## src/rtl/memory_responder_pkg.sv

```systemverilog
// Shared definitions for the memory responder: bus data width and one-hot FSM state encoding.
package memory_responder_pkg;

    localparam int DATA_W = 16;

    typedef enum logic [4:0] {
        ST_IDLE    = 5'b00001,
        ST_WAIT    = 5'b00010,
        ST_ACCESS  = 5'b00100,
        ST_CAPTURE = 5'b01000,
        ST_DONE    = 5'b10000
    } state_e;

endpackage

```

## src/rtl/memory_responder.sv

```systemverilog
// Responder end of the request/done memory bus: one 16-bit access per request,
// programmable wait states, single-port synchronous word SRAM behind it.
module memory_responder
    import memory_responder_pkg::*;
#(
    parameter int ADDR_W      = 15,
    parameter int WAIT_STATES = 0,
    parameter int WS_W        = 4
) (
    input  logic              clk,
    input  logic              reset_n,
    input  logic [DATA_W-1:0] memoryAddress,
    input  logic              memoryRequest,
    input  logic              memoryWrite,
    input  logic [DATA_W-1:0] memoryWriteData,
    output logic [DATA_W-1:0] memoryReadData,
    output logic              memoryDone,
    output logic              alignError,
    output logic [ADDR_W-1:0] sram_addr,
    output logic              sram_ce,
    output logic              sram_we,
    output logic [DATA_W-1:0] sram_wdata,
    input  logic [DATA_W-1:0] sram_rdata
);

    localparam logic [WS_W-1:0] WS_LOAD = WS_W'(WAIT_STATES);
    localparam logic [WS_W-1:0] WS_ONE  = WS_W'(1);
    localparam bit              NO_WAIT = (WAIT_STATES == 0);

    state_e            state_q;
    logic [WS_W-1:0]   wait_cnt_q;
    logic              write_q;
    logic [DATA_W-1:0] read_data_q;
    logic              done_q;
    logic              align_err_q;
    logic [ADDR_W-1:0] sram_addr_q;
    logic              sram_ce_q;
    logic              sram_we_q;
    logic [DATA_W-1:0] sram_wdata_q;

    // NOTE: every register here uses <= so all updates see pre-edge values; the
    // async reset clears the SRAM strobes at once, abandoning any access in flight.
    always_ff @(posedge clk or negedge reset_n) begin
        if (!reset_n) begin
            state_q      <= ST_IDLE;
            wait_cnt_q   <= '0;
            write_q      <= 1'b0;
            read_data_q  <= '0;
            done_q       <= 1'b0;
            align_err_q  <= 1'b0;
            sram_addr_q  <= '0;
            sram_ce_q    <= 1'b0;
            sram_we_q    <= 1'b0;
            sram_wdata_q <= '0;
        end else begin
            unique case (state_q)
                ST_IDLE: begin
                    if (memoryRequest) begin
                        sram_addr_q  <= memoryAddress[ADDR_W:1];
                        sram_wdata_q <= memoryWriteData;
                        write_q      <= memoryWrite;
                        wait_cnt_q   <= WS_LOAD;
                        if (memoryAddress[0]) begin
                            align_err_q <= 1'b1;
                        end
                        // Strobes are raised on entry to ACCESS so the SRAM samples at the
                        // end of ACCESS and its read data is stable throughout CAPTURE.
                        if (NO_WAIT) begin
                            state_q   <= ST_ACCESS;
                            sram_ce_q <= 1'b1;
                            sram_we_q <= memoryWrite;
                        end else begin
                            state_q <= ST_WAIT;
                        end
                    end
                end
                ST_WAIT: begin
                    wait_cnt_q <= wait_cnt_q - WS_ONE;
                    if (wait_cnt_q == WS_ONE) begin
                        state_q   <= ST_ACCESS;
                        sram_ce_q <= 1'b1;
                        sram_we_q <= write_q;
                    end
                end
                ST_ACCESS: begin
                    sram_ce_q <= 1'b0;
                    sram_we_q <= 1'b0;
                    state_q   <= ST_CAPTURE;
                end
                ST_CAPTURE: begin
                    if (!write_q) begin
                        read_data_q <= sram_rdata;
                    end
                    done_q  <= 1'b1;
                    state_q <= ST_DONE;
                end
                ST_DONE: begin
                    done_q  <= 1'b0;
                    state_q <= ST_IDLE;
                end
                default: begin
                    sram_ce_q <= 1'b0;
                    sram_we_q <= 1'b0;
                    done_q    <= 1'b0;
                    state_q   <= ST_IDLE;
                end
            endcase
        end
    end

    assign memoryReadData = read_data_q;
    assign memoryDone     = done_q;
    assign alignError     = align_err_q;
    assign sram_addr      = sram_addr_q;
    assign sram_ce        = sram_ce_q;
    assign sram_we        = sram_we_q;
    assign sram_wdata     = sram_wdata_q;

endmodule

```

## config.mk

```make
export PLATFORM = sky130hd
export DESIGN_NAME = memory_responder
export DESIGN_NICKNAME = d
export VERILOG_FILES = /design/src/rtl/memory_responder_pkg.sv /design/src/rtl/memory_responder.sv
export SDC_FILE = /design/constraint.sdc
export NUM_CORES = 1
export LEC_CHECK = 0
export ABC_AREA = 1
export BUFFER_PORTS_ARGS = -buffer_cell sky130_fd_sc_hd__buf_2
export CORE_AREA = 2 2 77 79
export CTS_BUF_LIST = sky130_fd_sc_hd__clkbuf_8 sky130_fd_sc_hd__clkbuf_16
export DETAILED_ROUTE_END_ITERATION = 12
export DIE_AREA = 0 0 79 81
export PLACE_DENSITY = 0.71
export SETUP_SLACK_MARGIN = 0.4
export SLEW_MARGIN = 20
export SYNTH_ARGS = -nofsm -noshare
export SYNTH_HDL_FRONTEND = slang
export SYNTH_SLANG_ARGS = --single-unit
```

## constraint.sdc

```tcl
create_clock -name clk -period 1.2 [get_ports clk]
set_input_delay 0.06 -clock clk [delete_from_list [all_inputs] [get_ports clk]]
set_output_delay 0.06 -clock clk [all_outputs]
set_load 0.02 [all_outputs]
```

* Word-level counts from Yosys, hierarchy flattened
Index checks and enable logic that the tools add are counted.
** Storage, ports and cells
- Flip-flop bits (word level) :: 61
- Input bits :: 52
- Output and inout port bits :: 51
- Word-level logic and storage cells :: 42
** Cells by class
- Add/sub/neg operators :: 1
- Eq/ne operators :: 8
- Multiplexer cells :: 12
- Bitwise operators :: 2
- Reduce and logical (&&, ||, !) cells :: 9
** Operator list (count)
- 5-bit case mux with 4 select lines :: 1
- 5-bit 2-to-1 mux :: 2
- 4-bit case mux with 2 select lines :: 1
- 2-bit AND reduction :: 4
- 1-bit case mux with 3 select lines :: 2
- 3-bit AND reduction :: 2
- 5-bit by 1-bit == test with 1-bit output, second input constant :: 1
- 5-bit by 2-bit == test with 1-bit output, second input constant :: 1
- 5-bit by 3-bit == test with 1-bit output, second input constant :: 1
- 5-bit by 4-bit == test with 1-bit output, second input constant :: 1
- 5-bit == test, second input constant :: 1
- 4-bit by 1-bit == test with 1-bit output, second input constant :: 1
- 1-bit 2-to-1 mux :: 4
- 4-bit 2-to-1 mux :: 1
- 2-bit inequality test, second input constant :: 2
- 4-bit by 1-bit subtractor with 4-bit output, second input constant :: 1
- 3-bit OR reduction :: 1
- 1-bit NOT :: 2
- 1-bit case mux with 2 select lines :: 1
- 2-bit nonzero test :: 1
- 2-bit OR reduction :: 1

* Longest topological paths before layout
Gate-level depths: netlist of run 1.
- Depth after elaboration :: 4
- Gate-level depth with buffers :: 7
- Mapped depth without buffers :: 6

* Least setup slack after synthesis of run 1
No wires, ideal clock.
- Kind :: flip-flop to flip-flop
- Start :: register state_q[0]
- End :: register sram_addr_q[0] (netlist: sram_addr[0])
- Library setup time :: 0.116 ns
- Arrival time :: 1.108 ns
- Data required time :: 1.084 ns
- Path slack :: -0.024 ns
- Stages on the path, launching flop included :: 7
- Path buffers :: 1
- Clock period less this slack :: 1.224 ns
- Cell sequence :: dfstp_2 inv_1 nor2_2 nand3_4 buf_2 nand2_1 nand2_1
** On the way
- Word-level cells in the longest chain between the ends :: 2
** RTL lines
- start: declaration :: line memory_responder.sv:30 : state_e state_q;
- start signal: assignment :: line memory_responder.sv:45 : state_q <= ST_IDLE;
- start signal: assignment :: line memory_responder.sv:69 : state_q <= ST_ACCESS;
- start signal: assignment :: line memory_responder.sv:73 : state_q <= ST_WAIT;
- 5-bit by 1-bit == test with 1-bit output :: line memory_responder.sv:56 : unique case (state_q)
- 2-bit AND reduction (no line)
- end signal: assignment :: line memory_responder.sv:59 : sram_addr_q <= memoryAddress[ADDR_W:1];
- end: declaration :: line memory_responder.sv:36 : logic [ADDR_W-1:0] sram_addr_q;
Every way passes these cells.
A chain may end at the register's enable or synchronous reset.

* Final worst setup path of run 1
- Start :: register state_q[0]
- End :: register sram_wdata_q[9] (netlist: sram_wdata[9])
** On the way
- Word-level cells in the longest chain between the ends :: 2
** RTL lines
- 5-bit by 1-bit == test with 1-bit output :: line memory_responder.sv:56
- 2-bit AND reduction (no line)
- end signal: assignment :: line memory_responder.sv:60 : sram_wdata_q <= memoryWriteData;
- end: declaration :: line memory_responder.sv:39 : logic [DATA_W-1:0] sram_wdata_q;
Every way passes these cells.

==> summary.txt, run 1 <==
Outcome
  – Run status: complete, but fails checks
  – Failing checks: setup timing

Drt
  – Vias per cell: approximately 4.4
  – Initial DRC count: just over 80
  – ANT nets after route: 0
  – DRT Pass-1 Iters: 4
  – Routed vias: roughly 2300
  – WL per Instance: ~12 um
  – Detailed Route WL: between 6000 and 7000 um
  – DRC Markers: 0

Global route
  – GRT Util Overall: between 20% and 30%
  – Initial antenna violation count: 0
  – Global-route wire length before repair: 9980 um
  – GRT overflow: 0
  – Vias in the first global route: around 2200
  – Largest net degree at the start of global routing: 57

Place
  – Placed inst area: slightly below 3000 um2
  – Routability Congestion: 0.731
  – Detailed placement HPWL: between 3000 and 4000 um
  – PortBufs: slightly above 100

Critical path
  – R2R depth: 7
  – Cell chain of the critical path: inv_2 > nor2_4 > nand3_4 > inv_6 > buf_12 > nand2_1 > nand2_1
  – Worst Path Buf+Inv: 3
  – Startpoint Class: flop
  – R2r startpoint: state_q[0]$_DFFE_PN1P_
  – Worst path required time: around 1.4 ns
  – Crit path DAT: about 1.5 ns
  – Crit-path leading delay family: flip-flops
  – Critical path's slowest cell: dfstp_2
  – Critical path capture point type: flop
  – Reg-to-reg critical path endpoint: sram_wdata[9]$_DFFE_PN0P_
  – Crit path max fanout: 14
  – WP depth: 7
  – Max stage delay on crit path: about 0.55 ns
  – Critical Setup Path Class: reg -> reg
  – R2r setup slk: -0.07 ns
  – Most common cell on crit path: nand2_1

Die
  – Die Span X: 79 um
  – Die ar.: about 6400 um2
  – Die Span Y: around 81 um
  – Row Count: 28
  – Core region area: ~5700 um2
  – I/O pins: between 100 and 150
  – Starting Density: between 40 and 50%

STA
  – Worst clock skew: ~0.0095 ns
  – Maximum clock rate: ~790 MHz
  – Final setup margin: -0.0664 ns
  – Fin. Hold Viols: 0
  – Post-route setup TNS: -1.77 ns
  – Fin crit share: 106%
  – Tmin final: approximately 1.3 ns
  – Worst Max-Slew Pin Slew: 0.295 ns
  – Slew Limit Fails: 0
  – # setup viols final: 50
  – Unrepaired setup endpoints after global routing: yes
  – Slew headroom: roughly four fifths

Logic synthesis
  – Flops & latches, synth: 56
  – Synthesized cell area: about 2300 um2
  – Post-Syn Nets: 293
  – Post-Syn Instances: about 240
  – Yosys warns: 0
  – Syn avg cell area: roughly 9.4 um2
  – Synth unique cells: 15
  – Seq/Total Area, Yosys: approximately three fifths

Power
  – Tot Pwr: 10.5 mW
  – Internal power: 6.54 mW
  – VDD IR-drop max: ~1.4 mV
  – PD cells: approximately 2500 nW/um2
  – Switching share of power: 37.9%
  – P_leak: between 2 and 2.5 nW
  – Seq pwr share: about 32%
  – Combinational group share of total power: between 50% and 60%
  – Clock power frac: about a tenth
  – Psw: about 4 mW

CTS
  – CTS tree: yes
  – Clock-pin slew on the worst setup and hold paths: roughly 0.09 ns
  – Clk_lat worst skew: ~0.30 ns
  – Num CTS Buffers: 5
  – CTS Sinks: 56
  – CTS Root Cell: clkbuf_8
  – Maximum clock path buffer count: 2
  – H-tree depth: 2

Worst hold path
  – Hold Crit Depth: 4
  – Worst hold path type: in -> reg
  – Min-delay src: memoryRequest
  – Hold worst-path end: state_q[0]$_DFFE_PN1P_

Final layout
  – Area growth from synthesis to layout: 87.2%
  – Fillers: between 300 and 400
  – Final instance area: ~4300 um2
  – # diodes: 0
  – Layout cells sized above 1: ~45%
  – Post-layout util: about three quarters
  – Nets: around 490
  – Leading cell type in the layout, fill and taps excluded: nand2_1
  – Most frequent cells in the layout: 115 x nand2_1, 54 x dfrtp_1, 53 x buf_6, 51 x buf_2, 50 x dlygate4sd3_1

Flow run
  – Max-cap violations: 0
-- cell usage after synthesis, drive strengths merged --
cell type,count,share of area [%]
nor2,4,1.2
dfstp,1,1.2
buf,9,3.6
o21ai,17,6.4
inv,24,4.1
dfrtp,55,60
nand2,126,21
nand3b,1,0.88
nand3,4,1.4
-- worst max-delay path by stage --
stage / start / endpoint / slack (ns)
6_report: state_q[0]$_DFFE_PN1P_ / sram_wdata[9]$_DFFE_PN0P_ / -0.07
5_1_grt: state_q[0]$_DFFE_PN1P_ / sram_wdata[11]$_DFFE_PN0P_ / -0.13
4_1_cts: state_q[0]$_DFFE_PN1P_ / sram_addr[2]$_DFFE_PN0P_ / -0.05
3_5_place_dp: state_q[0]$_DFFE_PN1P_ / sram_addr[2]$_DFFE_PN0P_ / -0.04
3_3_place_gp: state_q[2]$_DFFE_PN0P_ / memoryReadData[12]$_DFFE_PN0P_ / -0.03
2_1_floorplan: state_q[0]$_DFFE_PN1P_ / sram_wdata[0]$_DFFE_PN0P_ / 0.03
-- cells by family after synthesis --
| family | Yosys count | synth area share [%] |
|---|---|---|
| buffers and inverters | 33 | 7.70 |
| AOI/OAI and AO/OA | 17 | 6.38 |
| DFF | 56 | 61.6 |
| and+or+nand+nor | 135 | 24.3 |
-- worst min-delay path, stage by stage --
cell and delay, ns:
buf_2 0.12, inv_1 0.07, nand3_4 0.08, o21ai_2 0.05
-- metrics by stage --
step	hold WS (ns)	setup WS [ns]	instances
floorplan	-0.236	0.0286	241
global placement	0.0833	-0.0332	419
detailed placement	0.0914	-0.0426	419
CTS	0.0793	-0.0486	494
global route	0.0891	-0.134	515
finish	0.0795	-0.0664	515
-- state kept, by name, summed over array words and instances, names as in the netlist --
signal	cells
memoryReadData	16
sram_wdata	16
sram_addr	15
state_q	4
alignError	1
memoryDone	1
sram_ce	1
sram_we	1
write_q	1
-- power groups by stage --
stage | clock, mW | sequential [mW] | combinational (mW)
6_report | 1.08 | 3.41 | 6.04
5_1_grt | 1.20 | 3.49 | 6.50
4_1_cts | 1.14 | 3.40 | 5.42
3_5_place_dp | 0 | 3.22 | 3.94
3_3_place_gp | 0 | 3.22 | 3.84
2_1_floorplan | 0 | 4.21 | 1.49
-- layout make-up --
type	count	area [um2]	share of cell area [%]
clock buffer	7	96.3	2.26
clock inverter	1	3.75	0.0881
inverter	24	95.1	2.23
multi-input combinational	152	764	17.9
sequential	56	1400	33.0
tap	75	93.8	2.20
timing repair buffer	200	1800	42.3
-- per-layer routing --
| layer | part of all wire, % | wire, um | track usage, % | up-vias |
|---|---|---|---|---|
| met3 | 5.6 | 354 | 5.00 | 9 |
| met4 | 1.1 | 72 | 5.69 | 0 |
| met2 | 54 | 3460 | 36.8 | 79 |
| met5 | 0 | 0 | 0 | - |
| met1 | 39 | 2470 | 23.2 | 1062 |
| li1 | - | - | - | 1110 |
-- repair_timing --
item / CTS / global route
resized for setup: 115 / 10
gates cloned: 0 / 1
pin swaps: 2 / 2
hold buffers: 50 / 0
hold endpoints to repair: 105 / 0
setup buffers: 17 / 20
endpoints found under the setup margin: 107 / 107
(Power assumes the default switching activity.)
==> run 2, diff against run 1 <==
--- a/config.mk
+++ b/config.mk
@@ -7,11 +7,13 @@
 export LEC_CHECK = 0
 export ABC_AREA = 1
 export BUFFER_PORTS_ARGS = -buffer_cell sky130_fd_sc_hd__buf_2
-export CORE_AREA = 2 2 77 79
+export CELL_PAD_IN_SITES_DETAIL_PLACEMENT = 0
+export CELL_PAD_IN_SITES_GLOBAL_PLACEMENT = 1
+export CORE_AREA = 2 2 91 93
 export CTS_BUF_LIST = sky130_fd_sc_hd__clkbuf_8 sky130_fd_sc_hd__clkbuf_16
 export DETAILED_ROUTE_END_ITERATION = 12
-export DIE_AREA = 0 0 79 81
-export PLACE_DENSITY = 0.71
+export DIE_AREA = 0 0 93 95
+export PLACE_DENSITY = 0.7
 export SETUP_SLACK_MARGIN = 0.4
 export SLEW_MARGIN = 20
 export SYNTH_ARGS = -nofsm -noshare
==> run 2 against run 1 <==
  * Largest power group unchanged
  * Clock power is 11% lower
  * Critical endpoint is now alignError$_DFFE_PN0P_
  * The run still ends with setup timing left
  * Global-route usage is 6.6 points lower
  * Worst hold slack better by 0.027 ns
==> summary.txt, run 2 (synthesis gave the netlist of run 1 again) <==
Drt
  – Detailed Route WL: 6070 um (-4.6%)
  – WL per Instance: 11.5 um (-7.3%)
  – Vias per cell: 4.06 (-7.5%)
  – ANT nets after route: 0 (unchanged)
  – DRC Markers: 0 (unchanged)
  – Initial DRC count: 49 (-40%)
  – Routed vias: 2152 (-4.8%)
  – DRT Pass-1 Iters: 4 (unchanged)

Global route
  – Initial antenna violation count: 0 (unchanged)
  – Busiest layer in global routing: met2
  – Met2 Use GR: 23.6% (-13 points)
  – GRT Util Overall: 13.4% (-6.6 points)
  – GR Util met1: 16.5% (-6.7 points)
  – Largest net degree at the start of global routing: 57 (unchanged)
  – GR Util met3: 3.43% (-1.6 points)
  – Global-route wire length before repair: 9480 um (-5.0%)
  – Vias in the first global route: 2129 (-4.3%)
  – GRT overflow: 0 (unchanged)

Power
  – PD cells: 2410 nW/um2 (-2.7%)
  – Tot Pwr: 9.97 mW (-5.3%)
  – P_leak: 2.26 nW (-3.6%)
  – VDD IR-drop max: 1.01 mV (-28%)

STA
  – Fin crit share: 104% (-1.4 points)
  – # setup viols final: 35 (-30%)
  – Post-route setup TNS: -1.13 ns (+0.637 ns)
  – Final setup margin: -0.0501 ns (+0.0163 ns)
  – Worst clock skew: 0.00558 ns (-0.00396 ns)
  – Unrepaired setup endpoints after global routing: yes
  – Slew Limit Fails: 0 (unchanged)
  – Maximum clock rate: 800 MHz (+1.3%)
  – Fin. Hold Viols: 0 (unchanged)
  – Slew headroom: 80.4% (about the same)
  – Worst Max-Slew Pin Slew: 0.295 ns (-0.000703 ns)
  – Tmin final: 1.25 ns (-0.0163 ns)

Critical path
  – Worst path required time: 1.44 ns (about the same)
  – Critical path's slowest cell: dfstp_2
  – Critical path capture point type: flop
  – Most common cell on crit path: nand2_1
  – Max stage delay on crit path: 0.55 ns (about the same)
  – Cell chain of the critical path: inv_2 > nor2_4 > nand3_4 > inv_4 > buf_12 > nand2_1 > nand2_1
  – Critical Setup Path Class: reg -> reg
  – Crit path max fanout: 18 (+4)
  – Startpoint Class: flop
  – Worst Path Buf+Inv: 3 (unchanged)
  – Crit path DAT: 1.49 ns (-0.02 ns)
  – Crit-path leading delay family: flip-flops

Die
  – Row Count: 33 (+18%)
  – Die Span Y: 95 um (+17%)
  – Die ar.: 8840 um2 (+38%)
  – I/O pins: 103 (unchanged)
  – Starting Density: 28.7% (-11 points)
  – Die Span X: 93 um (+18%)
  – Core region area: 7930 um2 (+40%)

CTS
  – Num CTS Buffers: 5 (unchanged)
  – CTS tree: yes
  – Clock-pin slew on the worst setup and hold paths: 0.09 ns (about the same)
  – CTS Root Cell: clkbuf_8
  – CTS Sinks: 56 (unchanged)
  – Clk_lat worst skew: 0.30 ns (about the same)
  – Maximum clock path buffer count: 2 (unchanged)
  – H-tree depth: 2 (unchanged)

Place
  – Detailed placement HPWL: 3500 um (+4.9%)
  – Routability Congestion: 0.717 (-1.9%)
  – PortBufs: 102 (unchanged)
  – Cell total after placement: 448 (+6.9%)

Final layout
  – Area growth from synthesis to layout: 82.1%
  – # diodes: 0 (unchanged)
  – Fillers: 720 (+86%)
  – Post-Layout Cell Count: 530 (+2.9%)
  – Leading cell type in the layout, fill and taps excluded: nand2_1
  – Layout cells sized above 1: 41.6% (-3.4 points)
  – Most frequent cells in the layout: 121 x nand2_1, 54 x dfrtp_1, 54 x buf_6, 51 x buf_2, 50 x dlygate4sd3_1
  – Post-layout util: 52.3% (-23 points)
  – Nets: 476 (-3.1%)

Flow run
  – Max-cap violations: 0 (unchanged)

Worst hold path
  – Worst hold path type: in -> reg

Outcome
  – Run status: complete, but fails checks
  – Failing checks: setup timing
## run 2: through the flow
step                setup slack (ns)  area, um2  hold WS [ns]
floorplan                     0.0286       2290        -0.236
global placement             -0.0188       2990        0.0868
detailed placement           -0.0296       2990        0.0881
CTS                          -0.0512       4000        0.0599
global route                  -0.145       4150         0.104
finish                       -0.0501       4150         0.107
## run 2: per-layer routing
layer,share of wire (%),wire [um]
met5,0,0
met1,44,2660
met3,5.1,307
met2,49,2990
met4,1.9,114
## run 2: final cells by class
type / count / area (um2) / area share, %
Sequential cell: 56 / 1400 / 33.9
Clock inverter: 3 / 12.5 / 0.302
Inverter: 24 / 92.6 / 2.23
Clock buffer: 5 / 68.8 / 1.66
Tap cell: 105 / 131 / 3.17
Multi-Input combinational cell: 152 / 754 / 18.2
Timing Repair Buffer: 185 / 1680 / 40.6
## run 2: worst paths after layout
| kind | start | to | slack, ns | depth (start not counted) |
|---|---|---|---|---|
| worst max-delay path | state_q[0]$_DFFE_PN1P_ | alignError$_DFFE_PN0P_ | -0.05 | 7 |
| max in group asynchronous | reset_n | state_q[0]$_DFFE_PN1P_ | 0.62 | 3 |
| worst max register to register | state_q[0]$_DFFE_PN1P_ | alignError$_DFFE_PN0P_ | -0.05 | 7 |
| min in group asynchronous | reset_n | sram_wdata[11]$_DFFE_PN0P_ | 0.30 | 3 |
| worst min-delay path | memoryRequest | state_q[0]$_DFFE_PN1P_ | 0.11 | 4 |
| worst min register to register | sram_ce$_DFFE_PN0P_ | sram_ce$_DFFE_PN0P_ | 0.51 | 2 |
## run 2: what timing repair did
item	CTS	global route
buffers inserted	10	13
endpoints found under the hold margin	105	0
resized for setup	114	7
setup endpoints to repair	107	107
gates cloned	0	1
pin swaps	2	3
hold buffers	50	0
## run 2: tightest hold or removal path: stages
cell and delay, ns:
buf_2 0.12, inv_1 0.08, nand3_4 0.10, o21ai_2 0.05
## run 2: report_power, final
group / internal (mW) / switching, mW
clock: 0.395 / 0.568
combinational: 2.96 / 2.65
sequential: 2.76 / 0.645
total: 6.11 / 3.86
